--- config.mk ---
export PLATFORM = sky130hd
export DESIGN_NAME = apple_sprite_loader
export DESIGN_NICKNAME = d
export VERILOG_FILES = /design/src/rtl/apple_sprite_loader.sv
export SDC_FILE = /design/constraint.sdc
export NUM_CORES = 1
export LEC_CHECK = 0
export ABC_AREA = 1
export BUFFER_PORTS_ARGS = -buffer_cell sky130_fd_sc_hd__buf_2
export CAP_MARGIN = 20
export CELL_PAD_IN_SITES_DETAIL_PLACEMENT = 1
export CELL_PAD_IN_SITES_GLOBAL_PLACEMENT = 1
export CORE_ASPECT_RATIO = 0.5
export CORE_MARGIN = 3
export CORE_UTILIZATION = 40
export DETAILED_ROUTE_END_ITERATION = 8
export GPL_ROUTABILITY_DRIVEN = 0
export PLACE_DENSITY = 0.88
export REMOVE_ABC_BUFFERS = 1
export SYNTH_ARGS = -nofsm -noshare
export SYNTH_HDL_FRONTEND = slang
export SYNTH_SLANG_ARGS = --single-unit
--- constraint.sdc ---
create_clock -name clk_125MHz -period 3.4 [get_ports clk_125MHz]
set_clock_uncertainty 0.05 [all_clocks]
set_input_delay 0.51 -clock clk_125MHz [delete_from_list [all_inputs] [get_ports clk_125MHz]]
set_output_delay 0.51 -clock clk_125MHz [all_outputs]
set_load 0.05 [all_outputs]
--- src/rtl/apple_sprite_loader.sv ---
// Write-side loader for the 16x16 apple sprite BRAM: packs a 4-bit-pixel byte stream into 32-bit
// words on port A. Optional trailer checksum check is enabled by APPLE_LOADER_CHECKSUM_EN.
module apple_sprite_loader #(
    parameter int unsigned WORDS  = 32,
    parameter int unsigned ADDR_W = 5,
    parameter int unsigned DATA_W = 32
) (
    input  logic              clk_125MHz,
    input  logic              reset,
    input  logic              start,
    input  logic [7:0]        s_data,
    input  logic              s_valid,
    output logic              s_ready,
    output logic [3:0]        wea,
    output logic [ADDR_W-1:0] addra,
    output logic [DATA_W-1:0] dina,
    output logic              ena,
    output logic              busy,
    output logic              loaded,
    output logic              err
);

    typedef enum logic [2:0] {StIdle, StLoad, StWrite, StCheck, StDone} state_e;

    localparam logic [ADDR_W-1:0] LastWord = ADDR_W'(WORDS - 1);

    state_e              state_q, state_d;
    logic [ADDR_W-1:0]   word_q, word_d;
    logic [ADDR_W-1:0]   addr_q, addr_d;
    logic [1:0]          byte_q, byte_d;
    logic [DATA_W-1:0]   data_q, data_d;
    logic                xfer;

`ifdef APPLE_LOADER_CHECKSUM_EN
    logic [7:0] sum_q, sum_d;
    logic       err_q, err_d;
`endif

    assign xfer = s_valid && s_ready;

    always_ff @(posedge clk_125MHz) begin
        if (reset) begin
            state_q <= StIdle;
            word_q  <= '0;
            addr_q  <= '0;
            byte_q  <= '0;
            data_q  <= '0;
`ifdef APPLE_LOADER_CHECKSUM_EN
            sum_q   <= '0;
            err_q   <= 1'b0;
`endif
        end else begin
            state_q <= state_d;
            word_q  <= word_d;
            addr_q  <= addr_d;
            byte_q  <= byte_d;
            data_q  <= data_d;
`ifdef APPLE_LOADER_CHECKSUM_EN
            sum_q   <= sum_d;
            err_q   <= err_d;
`endif
        end
    end

    always_comb begin
        state_d = state_q;
        word_d  = word_q;
        addr_d  = addr_q;
        byte_d  = byte_q;
        data_d  = data_q;
`ifdef APPLE_LOADER_CHECKSUM_EN
        sum_d   = sum_q;
        err_d   = err_q;
`endif
        // start restarts from any state; a WRITE in this cycle still drives the BRAM.
        if (start) begin
            state_d = StLoad;
            word_d  = '0;
            byte_d  = '0;
`ifdef APPLE_LOADER_CHECKSUM_EN
            sum_d   = '0;
            err_d   = 1'b0;
`endif
        end else begin
            case (state_q)
                StLoad: begin
                    if (xfer) begin
                        data_d[{byte_q, 3'b000} +: 8] = s_data;
                        byte_d = byte_q + 2'd1;
`ifdef APPLE_LOADER_CHECKSUM_EN
                        sum_d  = sum_q + s_data;
`endif
                        if (byte_q == 2'd3) begin
                            state_d = StWrite;
                            addr_d  = word_q;
                        end
                    end
                end
                StWrite: begin
                    if (word_q == LastWord) begin
`ifdef APPLE_LOADER_CHECKSUM_EN
                        state_d = StCheck;
`else
                        state_d = StDone;
`endif
                    end else begin
                        word_d  = word_q + 1'b1;
                        byte_d  = '0;
                        state_d = StLoad;
                    end
                end
`ifdef APPLE_LOADER_CHECKSUM_EN
                StCheck: begin
                    if (xfer) begin
                        err_d   = (sum_q + s_data) != 8'h00;
                        state_d = StDone;
                    end
                end
`endif
                default: ;
            endcase
        end
    end

    always_comb begin
        s_ready = (state_q == StLoad) || (state_q == StCheck);
        ena     = (state_q == StWrite);
        wea     = ena ? 4'hF : 4'h0;
        busy    = (state_q == StLoad) || (state_q == StWrite) || (state_q == StCheck);
        loaded  = (state_q == StDone);
        addra   = addr_q;
        dina    = data_q;
`ifdef APPLE_LOADER_CHECKSUM_EN
        err     = err_q;
`else
        err     = 1'b0;
`endif
    end

endmodule

==> impl_metrics.py <==
metrics = {
    "outcome": {
        "status": "finished, final reports clean",
    },
    "logic_synthesis": {
        "synth_seq_area_share_pct": 35.95,
        "synthCells": 404,
        "yosys.area.top_type": "dfxtp_1",
        "synth_top_area_share_pct": 35.95,
        "synth_area_leaders": "dfxtp_1 36%, nand3_1 12%, inv_1 12%",
        "synth_area_per_cell_um2": 6.479,
        "ys_ff_latch": 47,
        "syn-cell-area_um2": 2618,
        "ys_types": 26,
        "yosysWarnings": 0,
    },
    "timing": {
        "setup_ws_ps": 1032,
        "hold_viol": 0,
        "finalCriticalPeriod_ps": 2368,
        "relSlewSlack_pct": 57.86,
        "finalSetupViolations": 0,
        "rsz0062_at_grt": "false",
        "slew_viol_final": 0,
        "fmax_mhz": 422.2,
        "worstMarginPinSlew_ps": 631.2,
        "fin_crit_sh_pct": 69.66,
        "final.setup.tns_ps": 0,
    },
    "detailed_routing": {
        "firstDrtPassIters": 4,
        "routed.top_layer": "met4",
        "drc": 0,
        "drtIter0Drc": 103,
        "wl_um": 6479,
        "via_count": 2484,
        "antenna_left": 0,
        "avgRoutedWirePerCell_um": 12.07,
        "met1Wirelength_um": 3154,
        "dr_wl_met3_um": 318,
        "wl_met2_um": 2899,
        "viasPerCell": 4.626,
    },
    "cells_and_area": {
        "final_nets": 468,
        "finalCoreUtilization_pct": 48.85,
        "drive_above_1_share_pct": 17.37,
        "stdcell_area_um2": 3032,
        "antenna_cells": 0,
        "syn2layout_area_growth_pct": 15.82,
        "stdcell_count": 537,
    },
    "setup_path": {
        "crit_fanout": 23,
        "crit_type": "flop to flop",
        "critical_path_required_ps": 3590,
        "crit_path_start_kind": "flop",
        "crit_path_end_kind": "flop",
        "crit_arrival_ps": 2550,
    },
    "global_route": {
        "grt_max_degree": 38,
        "overflow": 0,
        "grt_pass1_wl_um": 11170,
        "grt_usage_pct": 17.99,
        "antenna_found_initial": 0,
        "grt_pass1_vias": 2417,
    },
    "placed_design": {
        "dp.cells": 529,
        "dpl_cell_area_um2": 2890,
        "dp.final_hpwl_um": 4688,
        "io_buffers": 56,
        "pre_cts_slack_ps": 1140,
    },
    "flow_run": {
        "max-cap-violations": 0,
    },
    "cts": {
        "cts.path.max_buffers": 2,
        "clock_sinks": 47,
        "cts-root-buf": "clkbuf_16",
        "hold_buffers": 0,
        "cts_buffers": 5,
        "post_cts_resized": 0,
        "clk_pin_slew_ps": 70,
        "cts_tree": "built",
        "htreeDepth": 2,
        "clock_latency_ps": 290,
        "postCtsSetupBuffers": 0,
    },
    "power_and_ir_drop": {
        "vdd_drop_max_v": 0.0001833,
        "power.density_nw_per_um2": 383.1,
        "power_leakage_nw": 1.560,
    },
    "floorplan": {
        "floorplan.initialDensity_pct": 42.18,
        "dieWidth_um": 120.4,
        "row_count": 20,
        "die-area_um2": 7609,
        "die_y_um": 63.20,
        "core_area_um2": 6206,
        "io_pins": 58,
    },
    "min_path": {
        "hold_path.class": "primary input to flop",
    },
}
-- worst max-delay path, cell delays in order, from the launching register on --
cell      delay, ps
dfxtp_1         310
buf_4           240
inv_1           140
ha_1            500
clkinv_1        300
nor2_2          370
nand3_1         130
nand3_1         110
nand2_1          60
nor2_1          100
-- layer usage --
layer / global-route usage [%] / vias to the layer above
li1: - / 1304
met1: 23.08 / 1123
met2: 29.74 / 47
met3: 4.395 / 10
met4: 6.073 / 0
met5: 0 / -
-- cell type report --
class / count / area (µm²)
clock inverters: 2 / 12.51
repair buffers: 57 / 287.8
inverters: 87 / 326.6
clock buffers: 6 / 128.9
flip-flops and latches: 47 / 940.9
multi-input cells: 250 / 1225
fillers: 880 / 3174
well taps: 88 / 110.1
-- kinds of logic after synthesis --
group | share of synthesized area, %
buffers and inverters | 17.26
other | 0.1433
XOR/XNOR | 0.3347
adder cells (fa/ha/maj) | 3.824
AND/OR/NAND/NOR | 40.39
AO/OA/AOI/OAI | 2.103
flip-flops | 35.95
-- sequential cells by signal, summed over array words and instances, names as in the netlist --
name	count
dina	32
addra	5
word_q	5
state_q	3
byte_q	2
-- cells in the mapped netlist --
master,number
buf_4,5
nand4_1,12
inv_1,83
inv_2,3
nor2_8,1
nand3_2,1
buf_6,3
buf_2,7
nand2_2,1
clkinv_1,1
o21ai_0,4
nor2_2,1
nor2_1,59
a21oi_1,7
conb_1,1
clkbuf_1,1
nand3_4,1
nand2_1,82
nand2_4,4
nor2_4,2
dfxtp_1,47
nor3_1,1
nand3_1,64
buf_1,4
xor2_1,1
ha_1,8
-- stage by stage --
step,power (W),hold WS (ps)
floorplan,0.0006568,408.4
finish,0.001162,361.9
global route,0.001212,364.4
global placement,0.0006898,415.0
CTS,0.001180,356.7
detailed placement,0.0006910,425.1
-- placed cells by master (no fill, tap or decap), types with 4 or more instances in the layout --
master / count
ha_1: 8
dfxtp_1: 47
nor2_1: 59
inv_1: 83
nand2_1: 82
nand3_1: 64
nand2_4: 4
clkbuf_16: 5
a21oi_1: 7
nand4_1: 12
o21ai_0: 4
buf_2: 56
-- worst paths after layout --
kind,startpoint,end,slack (ps),cells past startpoint
worst min-delay path,reset,state_q[0],360,2
worst max register to register,byte_q[0],dina[21],1030,9
worst max-delay path,byte_q[0],dina[21],1030,9
worst min register to register,addra[4],addra[4],440,2
-- power breakdown --
group | switching (W) | internal [W]
clock network | 0.000211 | 0.000272
logic | 0.0000879 | 0.0000309
registers | 0.00000373 | 0.000557
No activity file was read; power rests on OpenSTA's default activity.
